===== config.mk =====
export PLATFORM = sky130hd
export DESIGN_NAME = uart_rx
export DESIGN_NICKNAME = d
export VERILOG_FILES = /design/src/rtl/uart_rx.sv
export SDC_FILE = /design/constraint.sdc
export NUM_CORES = 1
export LEC_CHECK = 0
export CAP_MARGIN = 20
export CORE_ASPECT_RATIO = 0.5
export CORE_MARGIN = 3
export CORE_UTILIZATION = 39
export CTS_CLUSTER_SIZE = 12
export DETAILED_ROUTE_END_ITERATION = 6
export GPL_TIMING_DRIVEN = 0
export PLACE_DENSITY = 0.67
export SYNTH_ARGS = -nofsm -noshare
export SYNTH_HDL_FRONTEND = slang
export SYNTH_SLANG_ARGS = --single-unit
export TNS_END_PERCENT = 50

===== constraint.sdc =====
create_clock -name clk -period 3.1 [get_ports clk]
set_input_delay 0.465 -clock clk [delete_from_list [all_inputs] [get_ports clk]]
set_output_delay 0.465 -clock clk [all_outputs]
set_load 0.05 [all_outputs]

===== src/rtl/uart_rx.sv =====
`default_nettype none
// ============================================================================
//  Module   : uart_rx
//  Function : 32-bit UART receiver. 8N1-style framing widened to 32 data bits,
//             LSB first, 2-flop input synchroniser, mid-bit sampling.
//  Revision : 1.0  initial release
// ============================================================================
module uart_rx #(
    parameter int CLK_FREQ_HZ = 100_000_000,
    parameter int BAUD_RATE   = 115200
) (
    input  logic        clk,
    input  logic        rst_n,
    input  logic        rx_line,
    output logic [31:0] data_out,
    output logic        data_valid,
    output logic        frame_err,
    output logic        busy
);

    localparam int BAUD_TICKS = CLK_FREQ_HZ / BAUD_RATE;
    localparam int HALF_TICKS = BAUD_TICKS / 2;
    localparam int TICK_W     = (BAUD_TICKS > 1) ? $clog2(BAUD_TICKS) : 1;

    localparam logic [TICK_W-1:0] c_baud_last = TICK_W'(BAUD_TICKS - 1);
    localparam logic [TICK_W-1:0] c_half_last = TICK_W'(HALF_TICKS - 1);

    typedef enum logic [2:0] {
        S_IDLE      = 3'd0,
        S_START     = 3'd1,
        S_DATA      = 3'd2,
        S_STOP      = 3'd3,
        S_WAIT_HIGH = 3'd4
    } state_t;

    state_t             r_state;
    logic               r_rx_meta;
    logic               r_rx_s;
    logic [TICK_W-1:0]  r_tick_cnt;
    logic [5:0]         r_bit_cnt;
    logic [31:0]        r_shift;

    // Synchroniser resets to the idle-high line level so reset release is not
    // mistaken for a start bit.
    always_ff @(posedge clk or negedge rst_n) begin
        if (!rst_n) begin
            r_rx_meta <= 1'b1;
            r_rx_s    <= 1'b1;
        end else begin
            r_rx_meta <= rx_line;
            r_rx_s    <= r_rx_meta;
        end
    end

    always_ff @(posedge clk or negedge rst_n) begin
        if (!rst_n) begin
            r_state    <= S_IDLE;
            r_tick_cnt <= '0;
            r_bit_cnt  <= '0;
            r_shift    <= '0;
            data_out   <= '0;
            data_valid <= 1'b0;
            frame_err  <= 1'b0;
            busy       <= 1'b0;
        end else begin
            data_valid <= 1'b0;
            frame_err  <= 1'b0;
            case (r_state)
                S_IDLE: begin
                    if (!r_rx_s) begin
                        r_state    <= S_START;
                        r_tick_cnt <= '0;
                        busy       <= 1'b1;
                    end
                end
                S_START: begin
                    if (r_tick_cnt == c_half_last) begin
                        r_tick_cnt <= '0;
                        r_bit_cnt  <= '0;
                        if (!r_rx_s) begin
                            r_state <= S_DATA;
                        end else begin
                            r_state <= S_IDLE;
                            busy    <= 1'b0;
                        end
                    end else begin
                        r_tick_cnt <= r_tick_cnt + 1'b1;
                    end
                end
                S_DATA: begin
                    if (r_tick_cnt == c_baud_last) begin
                        r_tick_cnt <= '0;
                        r_shift    <= {r_rx_s, r_shift[31:1]};
                        r_bit_cnt  <= r_bit_cnt + 6'd1;
                        if (r_bit_cnt == 6'd31) begin
                            r_state <= S_STOP;
                        end
                    end else begin
                        r_tick_cnt <= r_tick_cnt + 1'b1;
                    end
                end
                S_STOP: begin
                    if (r_tick_cnt == c_baud_last) begin
                        r_tick_cnt <= '0;
                        if (r_rx_s) begin
                            data_out   <= r_shift;
                            data_valid <= 1'b1;
                            r_state    <= S_IDLE;
                            busy       <= 1'b0;
                        end else begin
                            frame_err <= 1'b1;
                            r_state   <= S_WAIT_HIGH;
                        end
                    end else begin
                        r_tick_cnt <= r_tick_cnt + 1'b1;
                    end
                end
                S_WAIT_HIGH: begin
                    // A line stuck low must not look like a fresh start bit.
                    if (r_rx_s) begin
                        r_state <= S_IDLE;
                        busy    <= 1'b0;
                    end
                end
                default: begin
                    r_state <= S_IDLE;
                    busy    <= 1'b0;
                end
            endcase
        end
    end

endmodule
`default_nettype wire


After elaboration in Yosys (flattened, before gate mapping)
Cells that the tools add are included.
{"block": "totals", "ff_bits": 88, "input_bits": 3, "output_inout_bits": 35, "wordCells": 63}
{"block": "op_classes", "n_addsub": 2, "eq_ne": 13, "muxes": 27, "bitwise": 1, "n_reduce_logical": 10}
{"op": "$mux W10", "n": 3}
{"op": "$pmux W10 S3", "n": 1}
{"op": "$mux W3", "n": 7}
{"op": "$pmux W3 S5", "n": 1}
{"op": "$mux W6", "n": 2}
{"op": "$ne A2 B2 Y1 const B", "n": 6}
{"op": "$pmux W6 S2", "n": 1}
{"op": "$add A10 B1 Y10 const B", "n": 1}
{"op": "$eq A10 B10 Y1 const B", "n": 1}
{"op": "$eq A10 B9 Y1 const B", "n": 1}
{"op": "$mux W1", "n": 10}
{"op": "$add A6 B1 Y6 const B", "n": 1}
{"op": "$eq A3 B2 Y1 const B", "n": 2}
{"op": "$eq A6 B5 Y1 const B", "n": 1}
{"op": "$reduce_and A3 Y1", "n": 2}
{"op": "$reduce_and A6 Y1", "n": 1}
{"op": "$pmux W1 S5", "n": 1}
{"op": "$reduce_and A2 Y1", "n": 2}
{"op": "$reduce_and A4 Y1", "n": 1}
{"op": "$eq A3 B1 Y1 const B", "n": 1}
{"op": "$eq A3 B3 Y1 const B", "n": 1}
{"op": "$logic_not A3 Y1", "n": 1}
{"op": "$reduce_bool A3 Y1", "n": 1}
{"op": "$mux W2", "n": 1}
{"op": "3 further kinds", "n": 3}

Logic depth before layout (Yosys ltp)
Gate-level depths: netlist (run 1).
{"block": "logic_depth", "depth_word": 4, "ltp_mapped": 7, "mapped_depth_nobuf": 6}

Worst setup path after synthesis (run 1)
No wires, ideal clock.
{"block": "synth_path", "kind": "flip-flop to flip-flop", "start": "register r_tick_cnt[0]", "end": "register r_shift[18]", "setup_time_ns": 0.127, "t_arrival_ns": 2.180, "setup_slack_ns": 0.792, "path_stages_with_launch": 7, "path_buffers": 2, "period_less_slack_ns": 2.308, "cell_sequence": "dfrtp_1 ha_1 or4b_4 nor4_1 buf_2 buf_4 mux2_1"}
{"block": "synth_via", "elab_chain_cells": 2}
{"item": "start: declaration", "line_no": "39", "text": "logic [TICK_W-1:0] r_tick_cnt;"}
{"item": "start signal: assignment", "line_no": "87", "text": "r_tick_cnt <= r_tick_cnt + 1'b1;"}
{"item": "start signal: assignment", "line_no": "99", "text": "r_tick_cnt <= r_tick_cnt + 1'b1;"}
{"item": "start signal: assignment", "line_no": "115", "text": "r_tick_cnt <= r_tick_cnt + 1'b1;"}
{"item": "$eq A10 B10 Y1", "line_no": "91", "text": "if (r_tick_cnt == c_baud_last) begin"}
{"item": "$reduce_and A2 Y1 (no line)"}
{"item": "end signal: assignment", "line_no": "93", "text": "r_shift <= {r_rx_s, r_shift[31:1]};"}
{"item": "end: declaration", "line_no": "41", "text": "logic [31:0] r_shift;"}
Every way passes these cells.
A chain may end at the register's enable or synchronous reset.

Worst setup path in the final report (run 1)
Ends and elaborated chain as after synthesis.

==> impl_metrics.py, run 1 <==
metrics = {
    "run_status": {
        "status": "finished, final reports clean",
    },
    "hold_path": {
        "hp-class": "reg -> reg",
    },
    "run": {
        "max_cap_viol_count": 0,
    },
    "timing": {
        "hold_viol": 0,
        "setup_violations": 0,
        "rsz0062_at_grt": "no",
        "clock.fmax_mhz": 347,
        "final_max_slew_viol_count": 0,
        "whs_ps": 358,
        "tns_ps": 0,
        "tightest_slew_ps": 693,
        "fin_crit_sh_pct": 93.0,
        "fin_crit_ps": 2880,
        "layout_setup_ws_ps": 216,
        "fin_worst_skew_ps": 6.00,
        "relSlewSlack_pct": 53.4,
    },
    "cells_and_area": {
        "drive_gt1_share_pct": 24.2,
        "final_cell_mix": "86 x dfrtp_1, 50 x mux2_2, 36 x clkdlybuf4s50_1",
        "nNetsFinal": 348,
        "fill_cells": 758,
        "area_growth_pct": 23.8,
        "fin_area_mm2": 0.00461,
        "antennaDiodeCount": 0,
        "final_common_cell": "dfrtp_1",
        "final_util_pct": 51.3,
    },
    "floorplan": {
        "placeableCoreArea_mm2": 0.00898,
        "die_h_um": 75.1,
        "die_area_mm2": 0.0108,
        "initial_core_util_pct": 41.4,
        "ios": 38,
        "die_w_um": 144,
        "rows": 24,
    },
    "power_and_ir_drop": {
        "p_sw_mw": 0.505,
        "p_int_mw": 1.88,
        "p_clk_share_pct": 50.5,
        "leakagePower_nw": 2.15,
        "powerDensity_mw_per_mm2": 518,
        "p_seq_share_pct": 48.2,
        "p_comb_share_pct": 1.4,
        "switching_share_pct": 21.2,
        "vdd_drop_max_uv": 419,
    },
    "logic_synthesis": {
        "synth_area_per_cell_um2": 12.7,
        "synth_top_area_share_pct": 57.8,
        "synthCells": 292,
        "synth-seq-cells": 88,
        "synth_top_area_cell": "dfrtp_1",
        "synth_edf_count": 0,
        "synthesis.nets": 298,
        "syn-cell-area_mm2": 0.00372,
        "yosys_warnings": 0,
        "synth_seq_area_share_pct": 59.2,
        "async_reset_ff_share_pct": 100,
        "yosys-top-cells-area": "dfrtp_1 58%, mux2_2 15%, mux2_1 4.2%",
        "ys_types": 47,
        "synthFlopType": "dfrtp_1",
    },
    "global_routing": {
        "antenna_found_initial": 0,
        "grt_max_degree": 72,
        "grt.total_usage_pct": 14.6,
        "grt_pass1_vias": 2478,
        "overflow": 0,
        "grt_pass1_wl_mm": 12.2,
    },
    "detailed_routing": {
        "routed_via_density": 5.29,
        "drt_pre_antenna_iters": 4,
        "post_drt_wl_per_cell_um": 15.8,
        "ant_nets": 0,
        "wl_mm": 7.34,
        "first_iter_violations": 234,
        "vias": 2454,
        "drc": 0,
    },
    "cts": {
        "cts-buffers-inserted": 9,
        "clk_pin_slew_ps": 70,
        "post-cts-setup-buffer-count": 0,
        "holdBufCountCts": 1,
        "cts.sinks": 88,
        "clockBufferDepth": 2,
        "cts_tree": "done",
        "cts_resized": 0,
        "clkLatencyLatePin_ps": 340,
        "cts_root_buf": "clkbuf_16",
        "h-tree-depth": 3,
    },
    "critical_path": {
        "cp_max_fo": 10,
        "startpoint_type": "register",
        "cp-end-kind": "register",
        "crit_required_ps": 3320,
        "cp_data_arrival_time_ps": 3100,
        "critical_path_class": "reg -> reg",
    },
    "place": {
        "dp_hpwl_mm": 4.95,
        "gp_congestion": 0.891,
        "port_buffers": 37,
        "place_area_mm2": 0.00426,
        "dp_slack_ps": 244,
    },
}
[worst paths after layout]
| path | to | startpoint | cells after the start | slack, ps |
|---|---|---|---|---|
| setup / recovery | r_shift[18] | r_tick_cnt[0] | 6 | 220 |
| setup reg to reg | r_shift[18] | r_tick_cnt[0] | 6 | 220 |
| hold reg to reg | r_rx_s | r_rx_meta | 0 | 360 |
| hold / removal | r_rx_s | r_rx_meta | 0 | 360 |
| max in group asynchronous | r_shift[31] | rst_n | 3 | 1940 |
| min in group asynchronous | r_tick_cnt[2] | rst_n | 2 | 540 |
[layout make-up]
type	count	area, um2	area share, %
repair buffers	39	405	8.80
multi-input cells	180	1410	30.7
clock buffers	9	225	4.89
plain buffers	16	73.8	1.60
inverters	8	30.0	0.652
clock inverters	7	110	2.39
flip-flops and latches	88	2200	47.8
well taps	117	146	3.18
[layer usage]
metal	wire length, um	GRT usage (%)
met1	3320	18.2
met2	3710	25.2
met3	244	5.08
met4	61	3.21
met5	0	0
[logic make-up (layout without fill, tap and decap cells)]
group           Yosys count  after routing  share of synthesized area, %
compound gates           45             45                          7.70
fa+ha+maj                 4              4                          1.28
buf+inv                  24             79                          2.79
flops                    88             88                          59.2
mux                      64             64                          19.4
simple gates             67             67                          9.62
[cells in the mapped netlist (all sizes together) (2+ instances only)]
cell type / n
dfrtp: 86
mux2: 64
nand2: 20
o21ai: 13
nor2: 11
buf: 10
a21oi: 9
inv: 8
nand3: 7
clkbuf: 6
nor3: 6
a31oi: 5
a41oi: 3
ha: 3
o211ai: 3
o22ai: 3
or3: 3
and3b: 2
dfstp: 2
nand2b: 2
nand4: 2
nor4: 2
o221ai: 2
or3b: 2
[per-stage QoR]
step,cells,total power [mW]
2_1_floorplan,292,1.18
3_3_place_gp,446,1.20
3_5_place_dp,447,1.21
4_1_cts,464,2.42
5_1_grt,464,2.47
6_report,464,2.39
[sequential cells by signal (all words and copies together) (netlist names)]
signal / count
r_shift: 32
r_rx_meta: 1
frame_err: 1
r_tick_cnt: 10
r_bit_cnt: 6
data_out: 32
busy: 1
r_rx_s: 1
data_valid: 1
r_state: 3
[power by group through the flow]
| stage | clock [mW] | combinational, mW | sequential, mW |
|---|---|---|---|
| after floorplan | 0 | 0.00264 | 1.17 |
| after global placement | 0 | 0.0278 | 1.17 |
| after detailed placement | 0 | 0.0338 | 1.17 |
| after CTS | 1.24 | 0.0347 | 1.15 |
| after global routing | 1.28 | 0.0381 | 1.15 |
| final | 1.21 | 0.0325 | 1.15 |
[critical path, stage by stage (launching register included)]
cell     delay (ps)
dfrtp_1         420
ha_1            250
or4b_4          520
nor4_1          650
buf_2           370
buf_4           230
mux2_1          330
Power figures use the tool's default switching activity.
==> inputs of run 2 (changes only) <==
--- a/config.mk
+++ b/config.mk
@@ -13,6 +13,7 @@
 export DETAILED_ROUTE_END_ITERATION = 6
 export GPL_TIMING_DRIVEN = 0
 export PLACE_DENSITY = 0.67
+export SKIP_CTS_REPAIR_TIMING = 1
 export SYNTH_ARGS = -nofsm -noshare
 export SYNTH_HDL_FRONTEND = slang
 export SYNTH_SLANG_ARGS = --single-unit
==> impl_metrics.py, run 2 (synthesized netlist as in run 1, its figures left out) <==
metrics = {
    "cells_and_area": {
        "area_growth_pct": 23.6,
        "nNetsFinal": 347,
        "final_common_cell": "dfrtp_1",
        "drive_gt1_share_pct": 24.3,
        "fin_area_mm2": 0.00460,
        "top_regs": "data_out x32, r_shift x32, r_tick_cnt x10",
        "antennaDiodeCount": 0,
        "final_util_pct": 51.2,
        "final_cell_mix": "86 x dfrtp_1, 50 x mux2_2, 36 x clkdlybuf4s50_1",
    },
    "timing": {
        "final_max_slew_viol_count": 0,
        "relSlewSlack_pct": 52.6,
        "hold_viol": 0,
        "whs_ps": 0.417,
        "rsz0062_at_grt": "no",
        "clock.fmax_mhz": 345,
        "fin_worst_skew_ps": 7.26,
        "fin_crit_ps": 2900,
        "fin_crit_sh_pct": 93.5,
        "tightest_slew_ps": 705,
        "setup_violations": 0,
    },
    "power_and_ir_drop": {
        "p_seq_share_pct": 48.2,
        "p_comb_share_pct": 1.3,
        "power_mw": 2.39,
        "switching_share_pct": 21.1,
        "leakagePower_nw": 2.15,
        "p_sw_mw": 0.504,
        "p_clk_share_pct": 50.5,
        "vdd_drop_max_uv": 417,
        "p_int_mw": 1.88,
        "powerDensity_mw_per_mm2": 519,
    },
    "critical_path": {
        "crit_chain": "ha_1, or4b_4, nor4_1, buf_2, buf_4, mux2_1",
        "r2r_setup_slack_ps": 200,
        "startpoint_type": "register",
        "critical_path_class": "reg -> reg",
        "cp-end-kind": "register",
        "critPathMaxStageDelay_ps": 660,
        "cp_max_fo": 10,
        "crit_required_ps": 3320,
        "crit_buf_inv": 2,
        "cpMaxStageDelayCell": "nor4_1",
        "cp_data_arrival_time_ps": 3120,
        "critPathTopFamily": "simple AND/OR/NAND/NOR gates",
    },
    "floorplan": {
        "die_h_um": 75.1,
        "die_area_mm2": 0.0108,
        "initial_core_util_pct": 41.4,
        "die_w_um": 144,
        "ios": 38,
        "placeableCoreArea_mm2": 0.00898,
        "rows": 24,
    },
    "place": {
        "gp_congestion": 0.891,
        "dp_hpwl_mm": 4.95,
        "place_area_mm2": 0.00426,
        "port_buffers": 37,
    },
    "global_routing": {
        "grt.total_usage_pct": 14.6,
        "grtUsageMet2_pct": 25.2,
        "met1_usage_pct": 18.2,
        "use_met3_pct": 5.08,
        "grt_pass1_wl_mm": 12.2,
        "grt_max_degree": 72,
        "grt_pass1_vias": 2478,
        "antenna_found_initial": 0,
        "busiest_layer": "met2",
        "overflow": 0,
    },
    "detailed_routing": {
        "vias": 2453,
        "wl_mm": 7.32,
        "drc": 0,
        "drt_pre_antenna_iters": 4,
        "routed_via_density": 5.30,
        "post_drt_wl_per_cell_um": 15.8,
        "ant_nets": 0,
        "first_iter_violations": 222,
    },
    "run_status": {
        "status": "finished, final reports clean",
    },
    "cts": {
        "clkLatencyLatePin_ps": 340,
        "cts_tree": "done",
        "clk_pin_slew_ps": 60,
        "cts-buffers-inserted": 9,
        "cts.sinks": 88,
        "h-tree-depth": 3,
        "clockBufferDepth": 2,
        "cts_root_buf": "clkbuf_16",
    },
    "hold_path": {
        "hp-class": "in -> async",
    },
    "run": {
        "max_cap_viol_count": 0,
    },
}
-- run 2: cell count changes in the layout (fill, tap and decap cells not counted) --
| cell | change |
|---|---|
| dlygate4sd3_1 | -1 |
-- run 2: layout make-up --
| cell class | count | area (um2) |
|---|---|---|
| fill | 757 | 4380 |
| sequential | 88 | 2200 |
| inverter | 8 | 30.0 |
| timing repair buffer | 38 | 395 |
| buffer | 16 | 73.8 |
| tap | 117 | 146 |
| clock buffer | 9 | 225 |
| multi-input combinational | 180 | 1410 |
| clock inverter | 7 | 110 |
-- run 2: power by group through the flow --
stage / combinational, mW / clock (mW) / sequential, mW
after CTS: 0.0337 / 1.24 / 1.15
final: 0.0314 / 1.20 / 1.15
after global placement: 0.0278 / 0 / 1.17
after global routing: 0.0371 / 1.28 / 1.15
after floorplan: 0.00264 / 0 / 1.17
after detailed placement: 0.0338 / 0 / 1.17
-- run 2: through the flow --
step                      std cells  setup slack, ps  TNS, ps
after global placement          446            -1420  -122810
after global routing            463             87.3        0
after floorplan                 292              792        0
after detailed placement        447              244        0
after CTS                       463              219        0
final                           463              201        0
-- run 2: path summary, 6_finish.rpt --
kind	from	end	cells past startpoint
min	rst_n	r_tick_cnt[2]	1
max reg2reg	r_tick_cnt[0]	r_shift[18]	6
min reg2reg	r_rx_meta	r_rx_s	0
max	r_tick_cnt[0]	r_shift[18]	6
max in group asynchronous	rst_n	r_shift[31]	2
min in group clk	r_rx_meta	r_rx_s	0
-- run 2: routing by layer --
layer,vias to the layer above,share of wire [%]
li1,1151,-
met1,1251,46
met2,44,50
met3,7,3.2
met4,0,0.83
met5,-,0
-- run 2: worst reg2reg max path, delay by kind of cell (launching register included) --
family	cells	cell delay, ps
buffers and inverters	2	600
muxes	1	330
DFF	1	420
adders and majority gates	1	250
and+or+nand+nor	2	1180
